==> src/rtl/uart_tx_fifo.sv <==
// Memory-mapped UART transmitter with a byte FIFO, 8N1 framing by default.
// Define UART_TX_PARITY_EN to insert an even-parity bit (8E1 framing).
module uart_tx_fifo #(
  parameter int unsigned DEPTH     = 16,
  parameter int unsigned DIV_RESET = 2604
) (
  input  logic        clk,
  input  logic        reset,
  input  logic [1:0]  Addr,
  input  logic        WE,
  input  logic [31:0] Din,
  output logic [31:0] Dout,
  output logic        IRQ,
  output logic        txd
);

  localparam int unsigned PtrW = (DEPTH > 2) ? $clog2(DEPTH) : 1;
  localparam int unsigned CntW = PtrW + 1;
  localparam logic [CntW-1:0] DepthCnt = CntW'(DEPTH);

`ifdef UART_TX_PARITY_EN
  typedef enum logic [2:0] {StIdle, StStart, StData, StParity, StStop} state_e;
`else
  typedef enum logic [2:0] {StIdle, StStart, StData, StStop} state_e;
`endif

  // FIFO storage and bookkeeping
  logic [7:0]      mem_q [DEPTH];
  logic [PtrW-1:0] wptr_q, rptr_q;
  logic [CntW-1:0] count_q;
  logic            ovf_q;

  // Control registers
  logic            tx_en_q, irq_en_q;
  logic [15:0]     div_q;

  // Transmit FSM state
  state_e          state_q, state_d;
  logic [15:0]     cnt_q, cnt_d;
  logic [15:0]     period_q, period_d;
  logic [2:0]      bit_q, bit_d;
  logic [7:0]      shift_q, shift_d;
  logic            txd_q, txd_d;
`ifdef UART_TX_PARITY_EN
  logic            parity_q, parity_d;
`endif

  logic            empty, full, busy;
  logic            wr_data, wr_status, wr_ctrl, wr_div;
  logic            push, pop, load;
  logic            bit_end, start_ok;
  logic [7:0]      head;

  assign empty     = (count_q == '0);
  assign full      = (count_q == DepthCnt);
  assign busy      = (state_q != StIdle);
  assign head      = mem_q[rptr_q];

  assign wr_data   = WE && (Addr == 2'd0);
  assign wr_status = WE && (Addr == 2'd1);
  assign wr_ctrl   = WE && (Addr == 2'd2);
  assign wr_div    = WE && (Addr == 2'd3);

  // Fullness is judged before any same-edge pop, so a push into a full FIFO is always lost.
  assign push      = wr_data && !full;
  assign start_ok  = tx_en_q && !empty;
  assign bit_end   = (cnt_q == period_q - 16'd1);

  always_ff @(posedge clk) begin
    if (push) begin
      mem_q[wptr_q] <= Din[7:0];
    end
  end

  always_ff @(posedge clk) begin
    if (reset) begin
      wptr_q   <= '0;
      rptr_q   <= '0;
      count_q  <= '0;
      ovf_q    <= 1'b0;
      tx_en_q  <= 1'b0;
      irq_en_q <= 1'b0;
      div_q    <= 16'(DIV_RESET);
    end else begin
      if (push) begin
        wptr_q <= wptr_q + 1'b1;
      end
      if (pop) begin
        rptr_q <= rptr_q + 1'b1;
      end
      if (push && !pop) begin
        count_q <= count_q + 1'b1;
      end else if (pop && !push) begin
        count_q <= count_q - 1'b1;
      end
      if (wr_data && full) begin
        ovf_q <= 1'b1;
      end else if (wr_status) begin
        ovf_q <= 1'b0;
      end
      if (wr_ctrl) begin
        tx_en_q  <= Din[0];
        irq_en_q <= Din[1];
      end
      if (wr_div) begin
        div_q <= (Din[15:0] == 16'd0) ? 16'd1 : Din[15:0];
      end
    end
  end

  always_ff @(posedge clk) begin
    if (reset) begin
      state_q  <= StIdle;
      cnt_q    <= '0;
      period_q <= 16'd1;
      bit_q    <= '0;
      shift_q  <= '0;
      txd_q    <= 1'b1;
`ifdef UART_TX_PARITY_EN
      parity_q <= 1'b0;
`endif
    end else begin
      state_q  <= state_d;
      cnt_q    <= cnt_d;
      period_q <= period_d;
      bit_q    <= bit_d;
      shift_q  <= shift_d;
      txd_q    <= txd_d;
`ifdef UART_TX_PARITY_EN
      parity_q <= parity_d;
`endif
    end
  end

  always_comb begin
    state_d  = state_q;
    cnt_d    = bit_end ? 16'd0 : cnt_q + 16'd1;
    period_d = period_q;
    bit_d    = bit_q;
    shift_d  = shift_q;
    txd_d    = txd_q;
    load     = 1'b0;
    pop      = 1'b0;
`ifdef UART_TX_PARITY_EN
    parity_d = parity_q;
`endif

    case (state_q)
      StIdle: begin
        cnt_d = '0;
        txd_d = 1'b1;
        load  = start_ok;
      end
      StStart: begin
        if (bit_end) begin
          txd_d   = shift_q[0];
          shift_d = shift_q >> 1;
          bit_d   = '0;
          state_d = StData;
        end
      end
      StData: begin
        if (bit_end) begin
          if (bit_q == 3'd7) begin
`ifdef UART_TX_PARITY_EN
            txd_d   = parity_q;
            state_d = StParity;
`else
            txd_d   = 1'b1;
            state_d = StStop;
`endif
          end else begin
            txd_d   = shift_q[0];
            shift_d = shift_q >> 1;
            bit_d   = bit_q + 3'd1;
          end
        end
      end
`ifdef UART_TX_PARITY_EN
      StParity: begin
        if (bit_end) begin
          txd_d   = 1'b1;
          state_d = StStop;
        end
      end
`endif
      StStop: begin
        if (bit_end) begin
          txd_d   = 1'b1;
          state_d = StIdle;
          load    = start_ok;
        end
      end
      default: begin
        state_d = StIdle;
        txd_d   = 1'b1;
        cnt_d   = '0;
      end
    endcase

    // Shared frame launch from IDLE or straight out of STOP (back-to-back frames).
    if (load) begin
      pop      = 1'b1;
      shift_d  = head;
      period_d = div_q;
      cnt_d    = '0;
      txd_d    = 1'b0;
      state_d  = StStart;
`ifdef UART_TX_PARITY_EN
      parity_d = ^head;
`endif
    end
  end

  always_comb begin
    Dout = '0;
    case (Addr)
      2'd1: begin
        Dout[0]    = empty;
        Dout[1]    = full;
        Dout[2]    = busy;
        Dout[3]    = ovf_q;
        Dout[15:8] = 8'(count_q);
      end
      2'd2: begin
        Dout[0] = tx_en_q;
        Dout[1] = irq_en_q;
      end
      2'd3: begin
        Dout[15:0] = div_q;
      end
      default: Dout = '0;
    endcase
  end

  assign IRQ = irq_en_q && empty && !busy;
  assign txd = txd_q;

  logic unused_din;
  assign unused_din = ^Din[31:16];

endmodule

==> config.mk <==
export PLATFORM = sky130hd
export DESIGN_NAME = uart_tx_fifo
export DESIGN_NICKNAME = d
export VERILOG_FILES = /design/src/rtl/uart_tx_fifo.sv
export SDC_FILE = /design/constraint.sdc
export NUM_CORES = 1
export LEC_CHECK = 0
export ABC_CLOCK_PERIOD_IN_PS = 8200
export CAP_MARGIN = 25
export CORE_ASPECT_RATIO = 1.1
export CORE_MARGIN = 2
export CORE_UTILIZATION = 37
export CTS_CLUSTER_DIAMETER = 100
export DETAILED_ROUTE_END_ITERATION = 10
export PLACE_DENSITY_LB_ADDON = 0.15
export SYNTH_ARGS = -nofsm -noshare
export SYNTH_HDL_FRONTEND = slang
export SYNTH_SLANG_ARGS = --single-unit
==> constraint.sdc <==
create_clock -name clk -period 8.2 [get_ports clk]
set_input_delay 1.23 -clock clk [delete_from_list [all_inputs] [get_ports clk]]
set_output_delay 1.23 -clock clk [all_outputs]
set_load 0.005 [all_outputs]
* Yosys cells after proc, flatten, opt, wreduce, memory -nomap -nowiden
Memories as Yosys holds them, arrays and structs flattened. A register that Yosys moved wholly into a read port is not among the register bits.
Cells that the tools add are included.
** Operators by class
- $add $sub $neg :: 7
- Eq/ne operators :: 20
- Multiplexer cells :: 36
- Bitwise gates (word level) :: 2
- Reductions and logical operators :: 33
** Operators with widths (number)
- $mux 8 :: 4
- $pmux 8 s2 :: 2
- $mux 3 :: 6
- $add 16x1->16 const B :: 1
- $eq 16x16->1 :: 1
- $logic_not 16->1 :: 1
- $mux 16 :: 1
- $sub 16x1->16 const B :: 1
- $ne 3x3->1 const B :: 5
- $mux 1 :: 12
- $mux 4 :: 3
- $ne 2x2->1 const B :: 6
- $pmux 3 s4 :: 1
- $logic_and 1x1->1 :: 11
- $mux 5 :: 2
- $reduce_and 5->1 :: 2
- $add 4x1->4 const B :: 2
- $reduce_and 4->1 :: 2
- $eq 3x2->1 const B :: 2
- $pmux 2 s3 :: 1
- $pmux 3 s2 :: 1
- $reduce_bool 2->1 :: 3
- $reduce_bool 3->1 :: 2
- $add 5x1->5 const B :: 1
- other kinds (19) :: 25
** Storage, ports and cells
- Flip-flop bits (word level) :: 79
- Bits in writable memories :: 128
- Input bits :: 37
- Memories kept :: 1
** Memory list
- mem_q :: depth 16, width 8, read ports 1, clocked after Yosys merged registers in 1, write ports 1, line 28 : logic [7:0] mem_q [DEPTH];

* Longest topological paths before layout
Gate-level depths: netlist of run 1.
- Depth in word-level cells :: 9
- Mapped depth :: 21

* Worst setup path after synthesis of run 1
Ideal clock, no wire load.
- Path type :: reg2reg
- Start point :: reg period_q[0]
- End point :: reg count_q[4]
- Setup time :: 0.070 ns
- Arrival time :: 4.412 ns
- Setup slack :: 3.718 ns
- Cell stages (with the launch flop) :: 21
- Buffers on the path :: 3
- Period minus slack after synthesis :: 4.482 ns
- Path through :: dfxtp_1 -> clkbuf_1 -> inv_1 -> ha_1 -> buf_2 -> or4bb_1 -> a211o_1 -> a211oi_1 -> nand4_2 -> o41a_1 -> buf_2 -> nor2_1 -> inv_2 -> ha_1 -> inv_1 -> ha_1 -> a21o_1 -> a21oi_1 -> xnor2_1 -> or3_1 -> a21oi_1
** Between the ends
- Cells in the longest elaborated chain, start to end :: 8
** Ends and longest elaborated chain
- start, declared :: line 40 : logic [15:0] period_q, period_d;
- start signal, assigned :: line 125 : period_q <= period_d;
- $sub 16x1->16 (*) :: line 67 : assign bit_end = (cnt_q == period_q - 16'd1);
- $eq 16x16->1 (*) :: line 67
- $mux 1 (*) :: line 188 : if (bit_end) begin
- $pmux 1 s2 (*) :: line 148 : case (state_q)
- $mux 1 (*) :: line 202 : if (load) begin
- $logic_not 1->1 :: line 91 : if (push && !pop) begin
- $logic_and 1x1->1 :: line 91
- $mux 5 or $reduce_bool 2->1 (tied branches)
- end signal, assigned :: line 92 : count_q <= count_q + 1'b1;
- end signal, assigned :: line 94 : count_q <= count_q - 1'b1;
- end, declared :: line 30 : logic [CntW-1:0] count_q;
Mark *: on every way between the ends. The rest lies on a longest branch, timed or not.
A chain may end at the register's enable or synchronous reset.

* Worst setup path in the final report of run 1
Same ends and word-level chain as after synthesis.

==> results of run 1 <==
==> registers in the layout (all words and copies together), names as in the netlist, named ones only <==
name / flops
bit_q: 3
rptr_q: 4
tx_en_q: 1
cnt_q: 16
period_q: 16
div_q: 16
count_q: 5
shift_q: 8
state_q: 2
wptr_q: 4
ovf_q: 1
txd: 1
mem_q: 128
irq_en_q: 1
==> per-stage QoR <==
stage	area, sq um	total power, W
final	11000	0.00236
after CTS	11000	0.00238
after global placement	10200	0.00131
after detailed placement	10200	0.00132
after global routing	11000	0.00243
after floorplan	9540	0.00126
==> cell usage after synthesis, drive strengths merged (4+ instances only) <==
master  number
edfxtp     128
o31ai       13
o21ai       28
clkbuf      30
a21oi       52
nor2        53
nor2b       11
a31oi        4
nand2       55
and3        15
xor2        18
xnor2       21
or4         11
nand4        4
or3          9
ha          17
inv         14
buf         33
nand2b       6
dfxtp       82
mux2i       16
mux4        40
nor4        11
nand3       42
nor3        11
==> worst max-delay path, cell delays in order (launching register included) <==
cell and delay [ns]:
dfxtp_1 0.40, inv_1 0.13, ha_1 0.37, or4bb_1 0.52, a211o_1 0.30, a211oi_1 0.31, nand4_2 0.26, o41a_1 0.76
nor2_1 0.41, inv_2 0.21, ha_1 0.25, inv_1 0.14, ha_1 0.29, a21o_1 0.20, a21oi_1 0.18, xnor2_1 0.09
or3_1 0.31, a21oi_1 0.13
==> final timing paths <==
| path | slack [ns] | start | end |
|---|---|---|---|
| max | 2.87 | period_q[0] | count_q[4] |
| min | 0.47 | div_q[6] | div_q[6] |
| max reg2reg | 2.87 | period_q[0] | count_q[4] |
| min reg2reg | 0.47 | div_q[6] | div_q[6] |
==> cell families (layout without fill, tap and decap cells) <==
logic type,after synthesis,count (layout),synth area share [%]
AND/OR/NAND/NOR,236,236,12.6
flip-flops,210,210,57.8
AO/OA/AOI/OAI,129,129,8.42
buffers and inverters,77,115,3.85
multiplexers,56,56,11.2
XOR/XNOR,39,39,3.60
adder cells (fa/ha/maj),18,18,2.45
other,1,16,0.0395
==> power by group through the flow <==
stage          sequential (W)  combinational, W  clock [W]
6_report              0.00114          0.000153    0.00106
5_1_grt               0.00114          0.000169    0.00112
4_1_cts               0.00114          0.000155    0.00109
3_5_place_dp          0.00116          0.000154          0
3_3_place_gp          0.00116          0.000152          0
2_1_floorplan         0.00116          0.000103          0
==> layer usage <==
layer  vias to the layer above  global-route usage (%)  part of all wire [%]
met4                         0                    4.79                   2.1
met5                         -                       0                     0
met1                      3009                    20.2                    42
met3                        37                    2.63                   4.3
li1                       2915                       -                     -
met2                       137                    29.5                    52
==> final cells by class <==
| type | instances | area share, % |
|---|---|---|
| repair buffers | 55 | 4.58 |
| clock buffers | 35 | 6.14 |
| flip-flops and latches | 210 | 50.0 |
| inverters | 14 | 0.479 |
| multi-input cells | 494 | 33.7 |
| well taps | 346 | 3.95 |
| clock inverters | 11 | 1.11 |
==> cells in the final DEF (no fill, tap or decap), types with 3 or more instances in the layout <==
cell type	count
a211o_1	3
a211oi_1	3
a21oi_1	51
a31o_2	3
a31oi_1	4
and2_1	3
and3_1	15
buf_4	17
clkbuf_1	9
clkbuf_16	25
clkdlybuf4s50_1	37
clkinv_1	4
clkinv_2	3
conb_1	16
dfxtp_1	81
edfxtp_1	128
ha_1	17
inv_1	13
mux2i_1	16
mux4_2	40
nand2_1	55
nand2b_1	6
nand3_1	42
nand4_1	3
nor2_1	53
nor2b_1	11
nor3_1	11
nor4_1	9
o21ai_0	28
o31ai_1	13
or3_1	9
or4_1	10
xnor2_1	21
xor2_1	18
==> flow_summary.ini, run 1 <==
[cts]
holdBufCountCts = 0
cts_tree = yes
cts_sinks = 210
h-tree-depth = 1
postCtsSetupRepairBufs = 0
post_cts_resized = 0
cts.root.buffer_cell = clkbuf_16
clk_path_buf_depth = 3
numCtsBuffers = 25
clk_pin_slew_ns = 0.06
clock_latency_ns = 0.53

[layout]
diodes = 0
finalNetCount = 855
utilization_pct = 43.4
layout.cells.non_filler = 1165
multi_input_area_sq_mm = 0.00370
area_growth_pct = 15.7
n_fill_cell = 2370
drive_gt1_share_pct = 12.7
seq_area_sq_mm = 0.00549

[timing]
tightestPinTransition_ns = 0.932
whs_ns = 0.472
hold_viol = 0
finalSetupTns_ns = 0
fmax_mhz = 188
setup_viol = 0
post-route-period-util_pct = 65.0
setup_slack_ns = 2.87
slew_headroom_pct = 37.6
drv_slew = 0
fin_skew_ns = 0.0245
layout_min_cycle_time_ns = 5.33
rsz0062_at_grt = false

[placed_design]
port_buffers = 38
place_hpwl_microns = 14600
place_inst = 1119
pre_cts_slack_ns = 2.88
globalplace.congestion = 0.804

[routing]
drtIter0Drc = 358
wl_per_cell_microns = 18.6
drt-pass1-iter-count = 6
vias = 6098
finalWirelength_microns = 21700
viasPerCell = 5.23
antenna_left = 0
drcViolationCount = 0

[logic_synthesis]
yosys_warnings = 0
syn_inst = 766
synth_seq_area_share_pct = 57.8
syn_area_sq_mm = 0.00948
synthArstFlopShare_pct = 0
synth_area_leaders = edfxtp_1 41%, dfxtp_1 17%, mux4_2 9.5%
yosys.area.top_type_share_pct = 40.5
synth_edf_count = 128
avgSynthCellArea_sq_um = 12.4
yosys.cell_types.count = 60
yosys.area.top_type = edfxtp_1
synth_flop_cell = edfxtp_1
synth_seq_cells = 210

[die]
die_y_microns = 172
die_w_microns = 157
rows = 61
coreArea_sq_mm = 0.0253
io_pins = 71
start_util_pct = 37.5
dieArea_sq_mm = 0.0269

[global_routing]
grt_pass1_wl_microns = 33900
grt_usage_pct = 16.4
antenna_found_initial = 0
overflow = 0
grt_max_degree = 53
grt_pass1_vias = 6033

[pwr]
switchingPower_w = 0.000527
swShare_pct = 22.3
p_per_area_mw_per_mm2 = 215
pwr-share-seq_pct = 48.4
p_leak_nw = 3.59
p_int_w = 0.00183
peakVddDrop_uv = 164
p_comb_share_pct = 6.5
p_clk_share_pct = 45.1

[setup_path]
crit_type = reg -> reg
worstSetupStartpointType = flop
required_ns = 8.67
reg2reg_depth = 17
end_kind = flop
critPathMaxFanout = 28
worstPathArrival_ns = 5.80

[hold_path]
hp-class = reg -> reg
min_path_cells = 2

[run]
cap_violations = 0

[run_status]
outcome = finished clean
Power figures use the tool's default switching activity.
==> inputs of run 2 (changes only) <==
- ABC_CLOCK_PERIOD_IN_PS: 8200 -> 5400
- clock period: 8.2 -> 5.4 ns (I/O delays scaled with it)
==> run 2 against run 1 <==
Effect of this change:
- sequential cell count unchanged
- core utilization down 0.34 points
- global-route usage up 0.50 points
- hold slack about the same
- routed wire length up 2.0%
- combinational power up 53%
- clock power up 40%
- non-clock buffer count up 1
- via count about the same
==> flow_summary.ini, run 2 (synthesized netlist as in run 1, its figures left out) <==
[die]
start_util_pct = 37.5
io_pins = 71
die_y_microns = 172
rows = 61
dieArea_sq_mm = 0.0269
coreArea_sq_mm = 0.0253
die_w_microns = 157

[cts]
postCtsSetupRepairBufs = 0
cts_sinks = 210
h-tree-depth = 1
clk_pin_slew_ns = 0.06
numCtsBuffers = 23
cts.root.buffer_cell = clkbuf_16
clk_path_buf_depth = 3
post_cts_resized = 0
holdBufCountCts = 0
clock_latency_ns = 0.53
cts_tree = yes

[layout]
drive_gt1_share_pct = 12.6
max_flop_register = mem_q
layout.cells.non_filler = 1162
final_cell_mix = 128 x edfxtp_1, 81 x dfxtp_1, 55 x nand2_1
area_growth_pct = 14.8
utilization_pct = 43.1
diodes = 0
finalNetCount = 854
largest_reg_flops = 128
final_common_cell = edfxtp_1

[routing]
drtIter0Drc = 379
finalWirelength_microns = 22100
drt-pass1-iter-count = 4
wl_per_cell_microns = 19.0
drcViolationCount = 0
antenna_left = 0
viasPerCell = 5.25
vias = 6100

[setup_path]
cp_top_family = compound AO/OA/AOI/OAI gates
worstSetupStartpointType = flop
r2r_slack_ns = 0.48
cpMostUsedCell = ha_1
cpMaxStageDelayCell = or4bb_1
end_kind = flop
crit_type = reg -> reg
reg2reg_depth = 17
required_ns = 5.86
critPathMaxFanout = 10
r2r-start = period_q[0]
reg2reg_to = count_q[4]
crit_path_max_incr_delay_ns = 0.51
cp_num_buf_inv = 3
worstPathArrival_ns = 5.37
cp_cell_sequence = inv_1 > ha_1 > or4bb_1 > a211o_1 > a211oi_1 > nand4_2 > o41a_1 > nor2_1 > inv_2 > ha_1 > inv_1 > ha_1 > a21o_1 > a21oi_1 > xnor2_1 > or3_1 > a21oi_1

[timing]
drv_slew = 0
finalSetupTns_ns = 0
tightestPinTransition_ns = 0.932
slew_headroom_pct = 37.7
layout_min_cycle_time_ns = 4.92
fmax_mhz = 203
rsz0062_at_grt = false
hold_viol = 0
fin_skew_ns = 0.0206
setup_viol = 0
post-route-period-util_pct = 91.0

[pwr]
p_leak_nw = 3.55
p_per_area_mw_per_mm2 = 316
power.total_w = 0.00344
peakVddDrop_uv = 276

[placed_design]
place_hpwl_microns = 15000
place_inst = 1120
globalplace.congestion = 0.804
port_buffers = 38

[global_routing]
grt_pass1_vias = 6221
overflow = 0
grt_usage_pct = 16.9
antenna_found_initial = 0
grt_pass1_wl_microns = 35100
grt_max_degree = 53

[hold_path]
hold_path.startpoint = div_q[15]
hp-class = reg -> reg
min_path_cells = 2
holdPathEnd = div_q[15]

[run]
cap_violations = 0

[run_status]
outcome = finished clean
run 2: cell types whose count changed in the layout (fill, tap and decap cells not counted), sizes merged:
cell / before / now
buf: 18 / 19
bufinv: 2 / 1
clkbuf: 35 / 29
clkinv: 7 / 9
clkinvlp: 0 / 2
inv: 16 / 15
run 2: worst min-delay path, stage by stage, from the launching register on:
cell,delay [ns]
dfxtp_1,0.32
nand2_1,0.05
a21oi_1,0.05
run 2: cell type report:
class / count / area, sq um
Sequential cell: 210 / 5490
Fill cell: 2367 / 14400
Multi-Input combinational cell: 494 / 3700
Inverter: 14 / 52.6
Clock buffer: 29 / 598
Clock inverter: 13 / 104
Timing Repair Buffer: 56 / 510
Tap cell: 346 / 433
run 2: routing by layer:
metal	GRT usage, %	wire length, microns	share of wire, %	vias to the layer above
li1	-	-	-	2910
met1	21.2	9560	43	3064
met2	30.9	11500	52	96
met3	2.31	651	2.9	30
met4	3.55	374	1.7	0
met5	0	0	0	-
run 2: power by group:
group / switching (W) / internal [W] / total [W]
Sequential: 0.0000173 / 0.00172 / 0.00173
Combinational: 0.000138 / 0.0000959 / 0.000234
Clock: 0.000638 / 0.000838 / 0.00148
run 2: how the worst max path moves through the flow:
stage / start / endpoint / depth (start not counted)
after floorplan: period_q[0] / count_q[4] / 20
after global placement: period_q[0] / count_q[4] / 17
after detailed placement: period_q[0] / count_q[4] / 17
after CTS: period_q[0] / count_q[4] / 17
after global routing: period_q[0] / count_q[4] / 17
final: period_q[0] / count_q[4] / 17
run 2: per-stage QoR:
stage	area [sq um]	setup WS, ns	hold slack [ns]
floorplan	9540	0.918	0.445
global placement	10200	0.644	0.463
detailed placement	10200	0.463	0.464
CTS	10900	0.461	0.472
global route	10900	0.0336	0.500
finish	10900	0.485	0.471
